**src/rtl/bp_pkg.sv**
```systemverilog
// Shared types and default sizing for the branch-prediction fetch pipeline.
package bp_pkg;

    localparam int BTB_DEPTH_DEFAULT = 6;
    localparam int HASH_W_DEFAULT    = 3;

    typedef struct packed {
        logic [31:0] pc;
        logic        taken;
        logic [31:0] target;
    } bp_meta_t;

endpackage

```
**src/rtl/bp_fetch_pipe_if.sv**
```systemverilog
// Bus between the fetch predictor pipeline and the core: F lookup, M resolution, stats.
interface bp_fetch_pipe_if #(
    parameter int HASH_W = bp_pkg::HASH_W_DEFAULT
);
    logic [31:0]       pcF;
    logic              pcsrcPF;
    logic              stallD;
    logic              flushD;
    logic              stallE;
    logic              flushE;
    logic              flushM;
    logic              branchM;
    logic              pcsrcM;
    logic [31:0]       targetM;
    logic [31:0]       pcM;
    logic [HASH_W-1:0] hashed_pcF;
    logic [HASH_W-1:0] hashed_pcM;
    logic              btb_hitF;
    logic              pred_takenF;
    logic [31:0]       pred_targetF;
    logic              pcsrcPM;
    logic              mispredictM;
    logic [31:0]       redirect_pcM;
    logic [31:0]       br_cnt;
    logic [31:0]       miss_cnt;

    modport master (
        output pcF, pcsrcPF, stallD, flushD, stallE, flushE, flushM,
               branchM, pcsrcM, targetM, pcM,
        input  hashed_pcF, hashed_pcM, btb_hitF, pred_takenF, pred_targetF,
               pcsrcPM, mispredictM, redirect_pcM, br_cnt, miss_cnt
    );

    modport slave (
        input  pcF, pcsrcPF, stallD, flushD, stallE, flushE, flushM,
               branchM, pcsrcM, targetM, pcM,
        output hashed_pcF, hashed_pcM, btb_hitF, pred_takenF, pred_targetF,
               pcsrcPM, mispredictM, redirect_pcM, br_cnt, miss_cnt
    );
endinterface

```
**src/rtl/bp_btb.sv**
```systemverilog
// Direct-mapped branch target buffer: combinational lookup, write on resolved taken branch.
module bp_btb
    import bp_pkg::*;
#(
    parameter int BTB_DEPTH = BTB_DEPTH_DEFAULT
) (
    input  logic        clk,
    input  logic        rst,
    input  logic [31:0] lookupPc,
    output logic        hit,
    output logic [31:0] target,
    input  logic        wrEn,
    input  logic [31:0] wrPc,
    input  logic [31:0] wrTarget
);
    localparam int ENTRIES = 1 << BTB_DEPTH;
    localparam int TAG_W   = 30 - BTB_DEPTH;

    logic [ENTRIES-1:0]   valid;
    logic [TAG_W-1:0]     tagMem [ENTRIES];
    logic [29:0]          tgtMem [ENTRIES];
    logic [BTB_DEPTH-1:0] rdIdx;
    logic [BTB_DEPTH-1:0] wrIdx;
    logic [TAG_W-1:0]     rdTag;
    logic [TAG_W-1:0]     wrTag;
    logic                 unusedLowBits;

    assign rdIdx = lookupPc[BTB_DEPTH+1:2];
    assign rdTag = lookupPc[31:BTB_DEPTH+2];
    assign wrIdx = wrPc[BTB_DEPTH+1:2];
    assign wrTag = wrPc[31:BTB_DEPTH+2];
    // Instruction addresses are word aligned; the byte-offset bits carry no information.
    assign unusedLowBits = ^{lookupPc[1:0], wrPc[1:0], wrTarget[1:0]};

    always_ff @(posedge clk or negedge rst) begin
        if (!rst) begin
            valid <= '0;
        end else if (wrEn) begin
            valid[wrIdx] <= 1'b1;
        end
    end

    // Tags and targets are qualified by valid, so they never need clearing.
    always_ff @(posedge clk) begin
        if (wrEn) begin
            tagMem[wrIdx] <= wrTag;
            tgtMem[wrIdx] <= wrTarget[31:2];
        end
    end

    always_comb begin
        hit    = valid[rdIdx] && (tagMem[rdIdx] == rdTag);
        target = '0;
        if (hit) begin
            target = {tgtMem[rdIdx], 2'b00};
        end
    end
endmodule

```
**src/rtl/bp_fetch_pipe.sv**
```systemverilog
// Fetch-side branch prediction: BTB lookup in F, metadata carried to M, mispredict detection and stats.
module bp_fetch_pipe
    import bp_pkg::*;
#(
    parameter int BTB_DEPTH = BTB_DEPTH_DEFAULT,
    parameter int HASH_W    = HASH_W_DEFAULT
) (
    input  logic         clk,
    input  logic         rst,
    bp_fetch_pipe_if.slave bus
);
    function automatic logic [31:0] satInc(input logic [31:0] v);
        return (v == 32'hFFFF_FFFF) ? v : v + 32'd1;
    endfunction

    logic        btbHit;
    logic [31:0] btbTarget;
    logic        btbWrEn;
    logic        predTakenF;
    bp_meta_t    meta_p0;
    bp_meta_t    meta_p1;
    bp_meta_t    meta_p2;
    bp_meta_t    meta_p3;
    logic        mispredict;
    logic [31:0] redirectPc;
    logic [31:0] brCnt;
    logic [31:0] missCnt;
    logic        unusedPcM;

    assign btbWrEn = bus.branchM & bus.pcsrcM;

    bp_btb #(
        .BTB_DEPTH (BTB_DEPTH)
    ) uBtb (
        .clk      (clk),
        .rst      (rst),
        .lookupPc (bus.pcF),
        .hit      (btbHit),
        .target   (btbTarget),
        .wrEn     (btbWrEn),
        .wrPc     (bus.pcM),
        .wrTarget (bus.targetM)
    );

    always_comb begin
        predTakenF = btbHit & bus.pcsrcPF;
        meta_p0    = '{pc: bus.pcF, taken: predTakenF, target: btbTarget};
    end

    // F -> D
    always_ff @(posedge clk or negedge rst) begin
        if (!rst)             meta_p1 <= '0;
        else if (bus.flushD)  meta_p1 <= '0;
        else if (!bus.stallD) meta_p1 <= meta_p0;
    end

    // D -> E
    always_ff @(posedge clk or negedge rst) begin
        if (!rst)             meta_p2 <= '0;
        else if (bus.flushE)  meta_p2 <= '0;
        else if (!bus.stallE) meta_p2 <= meta_p1;
    end

    // E -> M
    always_ff @(posedge clk or negedge rst) begin
        if (!rst)            meta_p3 <= '0;
        else if (bus.flushM) meta_p3 <= '0;
        else                 meta_p3 <= meta_p2;
    end

    // The pipelined PC is kept for debug visibility; M-stage decisions use pcM.
    assign unusedPcM = ^meta_p3.pc;

    always_comb begin
        mispredict = bus.branchM &
                     ((meta_p3.taken ^ bus.pcsrcM) |
                      (bus.pcsrcM & meta_p3.taken & (meta_p3.target != bus.targetM)));
        redirectPc = bus.pcsrcM ? bus.targetM : bus.pcM + 32'd8;
    end

    always_ff @(posedge clk or negedge rst) begin
        if (!rst) begin
            brCnt   <= '0;
            missCnt <= '0;
        end else begin
            if (bus.branchM) brCnt   <= satInc(brCnt);
            if (mispredict)  missCnt <= satInc(missCnt);
        end
    end

    assign bus.hashed_pcF   = bus.pcF[HASH_W+1:2];
    assign bus.hashed_pcM   = bus.pcM[HASH_W+1:2];
    assign bus.btb_hitF     = btbHit;
    assign bus.pred_takenF  = predTakenF;
    assign bus.pred_targetF = btbTarget;
    assign bus.pcsrcPM      = meta_p3.taken;
    assign bus.mispredictM  = mispredict;
    assign bus.redirect_pcM = redirectPc;
    assign bus.br_cnt       = brCnt;
    assign bus.miss_cnt     = missCnt;
endmodule

```
**src/flat_wrapper.sv**
```systemverilog
// flat-port wrapper written by rule: the top's interface ports become plain ports
module bp_fetch_pipe_flat import bp_pkg::*;
#(
    parameter int BTB_DEPTH = BTB_DEPTH_DEFAULT,
    parameter int HASH_W    = HASH_W_DEFAULT
)
  (clk, rst, bus_pcF, bus_pcsrcPF, bus_stallD, bus_flushD, bus_stallE, bus_flushE, bus_flushM, bus_branchM, bus_pcsrcM, bus_targetM, bus_pcM, bus_hashed_pcF, bus_hashed_pcM, bus_btb_hitF, bus_pred_takenF, bus_pred_targetF, bus_pcsrcPM, bus_mispredictM, bus_redirect_pcM, bus_br_cnt, bus_miss_cnt);
  bp_fetch_pipe_if #(.HASH_W(HASH_W)) bus_i ();
  input  logic clk;
  input  logic rst;
  input wire logic [$bits(bus_i.pcF)-1:0] bus_pcF;
  input wire logic [$bits(bus_i.pcsrcPF)-1:0] bus_pcsrcPF;
  input wire logic [$bits(bus_i.stallD)-1:0] bus_stallD;
  input wire logic [$bits(bus_i.flushD)-1:0] bus_flushD;
  input wire logic [$bits(bus_i.stallE)-1:0] bus_stallE;
  input wire logic [$bits(bus_i.flushE)-1:0] bus_flushE;
  input wire logic [$bits(bus_i.flushM)-1:0] bus_flushM;
  input wire logic [$bits(bus_i.branchM)-1:0] bus_branchM;
  input wire logic [$bits(bus_i.pcsrcM)-1:0] bus_pcsrcM;
  input wire logic [$bits(bus_i.targetM)-1:0] bus_targetM;
  input wire logic [$bits(bus_i.pcM)-1:0] bus_pcM;
  output wire logic [$bits(bus_i.hashed_pcF)-1:0] bus_hashed_pcF;
  output wire logic [$bits(bus_i.hashed_pcM)-1:0] bus_hashed_pcM;
  output wire logic [$bits(bus_i.btb_hitF)-1:0] bus_btb_hitF;
  output wire logic [$bits(bus_i.pred_takenF)-1:0] bus_pred_takenF;
  output wire logic [$bits(bus_i.pred_targetF)-1:0] bus_pred_targetF;
  output wire logic [$bits(bus_i.pcsrcPM)-1:0] bus_pcsrcPM;
  output wire logic [$bits(bus_i.mispredictM)-1:0] bus_mispredictM;
  output wire logic [$bits(bus_i.redirect_pcM)-1:0] bus_redirect_pcM;
  output wire logic [$bits(bus_i.br_cnt)-1:0] bus_br_cnt;
  output wire logic [$bits(bus_i.miss_cnt)-1:0] bus_miss_cnt;
  assign bus_i.pcF = bus_pcF;
  assign bus_i.pcsrcPF = bus_pcsrcPF;
  assign bus_i.stallD = bus_stallD;
  assign bus_i.flushD = bus_flushD;
  assign bus_i.stallE = bus_stallE;
  assign bus_i.flushE = bus_flushE;
  assign bus_i.flushM = bus_flushM;
  assign bus_i.branchM = bus_branchM;
  assign bus_i.pcsrcM = bus_pcsrcM;
  assign bus_i.targetM = bus_targetM;
  assign bus_i.pcM = bus_pcM;
  assign bus_hashed_pcF = bus_i.hashed_pcF;
  assign bus_hashed_pcM = bus_i.hashed_pcM;
  assign bus_btb_hitF = bus_i.btb_hitF;
  assign bus_pred_takenF = bus_i.pred_takenF;
  assign bus_pred_targetF = bus_i.pred_targetF;
  assign bus_pcsrcPM = bus_i.pcsrcPM;
  assign bus_mispredictM = bus_i.mispredictM;
  assign bus_redirect_pcM = bus_i.redirect_pcM;
  assign bus_br_cnt = bus_i.br_cnt;
  assign bus_miss_cnt = bus_i.miss_cnt;
  bp_fetch_pipe #(.BTB_DEPTH(BTB_DEPTH), .HASH_W(HASH_W)) u_core (.clk(clk), .rst(rst), .bus(bus_i));
endmodule
```
**config.mk**
```make
export PLATFORM = sky130hd
export DESIGN_NAME = bp_fetch_pipe_flat
export DESIGN_NICKNAME = d
export VERILOG_FILES = /design/src/rtl/bp_pkg.sv /design/src/rtl/bp_fetch_pipe_if.sv /design/src/rtl/bp_btb.sv /design/src/rtl/bp_fetch_pipe.sv /design/src/flat_wrapper.sv
export SDC_FILE = /design/constraint.sdc
export NUM_CORES = 2
export LEC_CHECK = 0
export CAP_MARGIN = 10
export CORE_MARGIN = 5
export CORE_UTILIZATION = 40
export CTS_CLUSTER_DIAMETER = 200
export DETAILED_ROUTE_END_ITERATION = 6
export SYNTH_ARGS = -nofsm -noshare
export SYNTH_HDL_FRONTEND = slang
export SYNTH_SLANG_ARGS = --single-unit
```
**constraint.sdc**
```tcl
create_clock -name clk -period 12.78 [get_ports clk]
set_input_delay 2.556 -clock clk [delete_from_list [all_inputs] [get_ports clk]]
set_output_delay 2.556 -clock clk [all_outputs]
set_load 0.05 [all_outputs]
```
==> Yosys cells after proc, flatten, opt, wreduce, memory -nomap -nowiden <==
Memory sizes are Yosys's and may differ from the RTL's.
Cells that the tools add are included.
{ "totals": {"ff_bits": 259, "mem_bits_rw": 3456, "inputBits": 106, "wordCells": 51, "n_memories": 2} }
{ "mem_list": {"columns": ["name", "depth", "width", "rd", "rd_ports_with_merged_regs", "write_ports", "line_no", "text"], "rows": [
  ["u_core.uBtb.tgtMem", 64, 30, 1, 0, 1, "bp_btb.sv:21", "logic [29:0] tgtMem [ENTRIES];"],
  ["u_core.uBtb.tagMem", 64, 24, 1, 0, 1, "bp_btb.sv:20", "logic [TAG_W-1:0] tagMem [ENTRIES];"]
]} }
{ "classes": {"add_sub_neg": 3, "magnitude_cmp": 3, "n_eq_ne": 6, "n_mux": 13, "bitwise_logic": 10, "n_reduce_logical": 4} }
{ "op_table": {"columns": ["operator", "n"], "rows": [
  ["$mux W65", 4],
  ["$add A32 B1 Y32 const B", 2],
  ["$eq A32 B32 Y1 const B", 2],
  ["$mux W32", 2],
  ["$or A64 B64 Y64", 1],
  ["$mux W33", 1],
  ["$add A32 B4 Y32 const B", 1],
  ["$ne A32 B32 Y1", 1],
  ["$eq A24 B24 Y1", 1],
  ["$lt A6 B7 Y1 const B", 2],
  ["$bmux W1 S6", 1],
  ["$demux W1 S6", 1],
  ["$ge A6 B1 Y1 const B", 1],
  ["$and A1 B1 Y1", 5],
  ["$mux W1", 4],
  ["$ne A2 B1 Y1 const B", 2],
  ["$reduce_and A2 Y1", 2],
  ["$logic_and A1 B1 Y1", 2],
  ["$not A1 Y1", 2],
  ["$or A1 B1 Y1", 1],
  ["$xor A1 B1 Y1", 1]
]} }

==> Longest topological paths before layout <==
{ "depth": {"depth_word": 6, "depth_mapped": 19, "ltp_nobuf": 9} }

==> By module <==
A second synthesis with hierarchy kept.
{ "unflattened": {"cells_unflattened": 6520, "area_unflattened_um2": 143301.2} }
{ "by_module_without_submodules": {"columns": ["module", "instances", "cells_each", "area_each_um2", "seq_area_each_um2"], "rows": [
  ["bp_btb", 1, 5753, 135377.3, 105381.1],
  ["bp_fetch_pipe", 1, 767, 7923.8, 4078.9]
]} }

==> Worst setup path before layout <==
OpenSTA, ideal clock, no wires.
{ "synth_timing": {"path_type": "input to output", "from": "in bus_pcF[2]", "to": "out bus_pred_targetF[14]", "arrival_ns": 6.863, "path_slack_ns": 3.361, "cell_stages": 16, "cell_sequence": "buf_6 -> buf_8 -> buf_6 -> buf_6 -> buf_4 -> mux4_2 -> a221oi_1 -> nor2_1 -> or3_1 -> a21oi_1 -> o2111ai_1 -> a211o_1 -> or3_1 -> clkbuf_2 -> buf_6 -> nor3_1"} }
{ "synth_between": {"elab_chain_len": 4, "elab_cells_between_ends": 7} }
{ "synth_lines": {"columns": ["item", "line_no", "text"], "rows": [
  ["start, declared", "flat_wrapper.sv:11", "input wire logic [$bits(bus_i.pcF)-1:0] bus_pcF;"],
  ["$mem_v2 Z64 W24 or $bmux W1 S6 (tied branches)", null, null],
  ["$eq A24 B24 Y1 or $mux W1 (tied branches)", "bp_btb.sv:52", "hit = valid[rdIdx] && (tagMem[rdIdx] == rdTag);"],
  ["$logic_and A1 B1 Y1", "bp_btb.sv:52", null],
  ["$mux W32 (*)", "bp_btb.sv:54", "if (hit) begin"],
  ["end, declared", "flat_wrapper.sv:26", "output wire logic [$bits(bus_i.pred_targetF)-1:0] bus_pred_targetF;"]
]} }
Mark *: on every way between the ends. The rest lies on a longest branch, timed or not. The select of a mux whose other input is x is not followed.

==> Final worst setup path <==
{ "layout_timing": {"from": "in bus_pcF[5]", "to": "out bus_pred_targetF[2]"} }
Same word-level chain as after synthesis.

==> results.yml <==
status:
  status: "complete, no violations"
timing:
  setup_slack_ps: 1820
  max_slew.worst_pin.slew_ps: 1300
  post-route-min-period_ps: 10960
  max_freq_mhz: 91.3
  finalSetupViolCount: 0
  relSlewSlack_pct: 12.8
  fin_setup_tns_ps: 0
  min_period_over_period_pct: 85.7
  rsz0062_at_grt: "false"
  drv_slew: 0
  hold_viol_final: 0
  fin_skew_ps: 56.2
worst_setup_path:
  worstSetupPathType: "in2out"
  cp_data_arrival_time_ps: 8400
  crit_fanout: 36
  startpoint_type: "input port"
  cp_data_required_time_ps: 10220
  worstSetupEndpointType: "output pin"
logic_synthesis:
  syn_area_mm2: 0.143
  synth-seq-cells: 3677
  yosysMostFrequentCell: "edfxtp_1"
  synth_top_area_share_pct: 72.5
  syn_area_per_cell_um2: 22.2
  synth_flop_cell: "edfxtp_1"
  ys_types: 86
  async_flop_share_pct: 6.01
  synthTopCellsByArea: "edfxtp_1 73%, mux4_2 15%, dfrtp_1 3.9%, mux2i_1 1.2%, mux4_1 0.51%"
  yosysSeqAreaShare_pct: 76.4
  syn_inst: 6458
  synth-edff-count: 3456
  synth_area_leader_cell: "edfxtp_1"
  ys_warn_count: 0
  synthTopCellsByCount: "3,456 x edfxtp_1, 944 x mux4_2, 221 x dfrtp_1"
global_routing:
  grt-ovfl-total: 0
  antenna_found_initial: 44
  top_usage_layer: "met2"
  met2_usage_pct: 37.2
  grt_pass1_vias: 71743
  met1_usage_pct: 32.4
  gr-usage-met3_pct: 4.18
  grt_pass1_wl_um: 600000
  grt_start_max_net_pins: 109
  gr-usage-all-layers_pct: 23.3
clock_network:
  worstSkewPairLatency_ps: 920
  holdBufCountCts: 0
  cts_resized: 0
  clkSinkCount: 3677
  cts_tree: "built"
  path_clk_slew_ps: 60
  cts_htree_levels: 5
  cts-root-buf: "clkbuf_16"
  cts.path.max_buffers: 4
  cts_setup_buffers: 0
  numCtsBuffers: 368
layout:
  drive_gt1_share_pct: 27.4
  area_growth_pct: 14.2
  nets: 7112
  design_area_mm2: 0.163
  final_core_util_pct: 45.9
  fin_cells: 12060
flow_run:
  maxCapViolations: 0
placement:
  place_area_mm2: 0.152
  preCtsSetupSlack_ps: 1830
  dp_cells: 11380
  portBuffers: 239
  place_congestion: 0.814
  dp_hpwl_um: 246000
route:
  drt_first_iter_violations: 11305
  drt_first_pass_iters: 5
  via_per_inst: 6.10
  vias: 73591
  ant_nets: 0
  wl_um: 442000
  drc: 0
  wl_per_cell_um: 36.6
pwr:
  ir_worst_vdd_v: 0.000106
  leakage_uw: 0.0522
  power_per_cell_area_mw_per_mm2: 155
floorplan:
  pin_count: 244
  dieHeight_um: 608
  start_util_pct: 40.2
  rows: 219
  dieArea_mm2: 0.370
  core_area_mm2: 0.356
  die_width_um: 608
hold_path:
  hold_path.class: "reg2reg"
worst max-delay path, cell delays in order:
cell and delay (ps):
buf_6 400, clkinv_2 760, nand2_1 780, o22ai_1 190
or3_1 370, o221ai_1 210, xnor2_1 150, or4_1 520
or3_2 810, buf_4 400, nor3b_1 250, clkdlybuf4s50_1 850
metal layers:
layer  part of all wire [%]  vias to the layer above
met4                    4.1                        8
met5                  0.011                        -
met2                     48                     4579
li1                       -                    28217
met3                    9.8                      780
met1                     38                    40007
stage by stage:
step	hold slack, ps	power (uW)
3_5_place_dp	447	15100
6_report	458	25300
5_1_grt	476	26000
4_1_cts	462	25400
2_1_floorplan	430	14400
3_3_place_gp	442	15100
cell families after synthesis:
| logic type | after synthesis | synth area share [%] |
|---|---|---|
| flip-flops | 3677 | 76.4 |
| AO/OA/AOI/OAI | 322 | 1.58 |
| XOR/XNOR | 142 | 0.869 |
| buffers and inverters | 369 | 1.49 |
| AND/OR/NAND/NOR | 766 | 2.82 |
| multiplexers | 1174 | 16.8 |
| adder cells (fa/ha/maj) | 7 | 0.0612 |
| other | 1 | 0.00262 |
layout make-up:
cell class,instances,area [um^2]
diodes,18,45.0
clock buffers,473,9850
clock inverters,189,1600
fillers,29608,193000
inverters,25,105
multi-input cells,2413,32200
flip-flops and latches,3677,109000
well taps,4751,5940
repair buffers,514,4350
final timing paths:
check                                              to                        from  slack (ps)  cells after the start
worst min-delay path            u_core.uBtb.valid[50]       u_core.uBtb.valid[50]         460                      1
min in group asynchronous       u_core.uBtb.valid[44]                         rst        1660                      1
max in group asynchronous       u_core.bus.br_cnt[17]                         rst        8700                      3
worst max-delay path              bus_pred_targetF[2]                  bus_pcF[5]        1820                     12
worst min register to register  u_core.uBtb.valid[50]       u_core.uBtb.valid[50]         460                      1
worst max register to register     u_core.meta_p1[22]  u_core.uBtb.tagMem[63][18]        7820                      8
cell usage in the layout, fill, tap and decap left out, types with 14 or more instances in the layout:
master,Yosys,final
o21ai_0,61,55
a221oi_1,16,16
clkdlybuf4s50_1,0,175
nand4_1,34,34
clkinv_1,0,69
dfrtp_1,221,221
mux2i_1,175,175
buf_4,29,265
bufinv_16,0,24
clkbuf_16,0,376
nor2_4,0,64
clkbuf_1,126,89
nor2_1,185,119
o31ai_1,25,25
nand3_1,65,65
a21oi_1,25,25
xor2_1,70,70
inv_1,22,20
nand2_1,173,173
edfxtp_1,3456,3456
nand3b_1,39,39
a22oi_1,50,50
nor3b_2,22,22
mux4_1,28,28
nor3_1,40,40
nand2b_1,14,14
nor2b_1,43,41
mux2_2,27,27
xnor2_1,72,72
or2_2,71,71
o22ai_1,49,49
diode_2,0,18
and3_1,18,18
mux4_2,944,944
buf_2,95,57
clkinv_2,0,71
registers in the layout, summed over array words and instances (netlist names):
register             cells
u_core.meta_p1          31
u_core.uBtb.tagMem    1536
u_core.uBtb.valid       64
u_core.meta_p3          30
u_core.bus.miss_cnt     32
u_core.uBtb.tgtMem    1920
u_core.bus.br_cnt       32
u_core.bus.pcsrcPM       1
u_core.meta_p2          31
power by group:
group	switching [uW]	internal (uW)	leakage (uW)
sequential	48.1	13300	0.0341
combinational	982	551	0.0125
clock	4520	5920	0.00560
total	5550	19700	0.0522
Power figures use the tool's default switching activity.
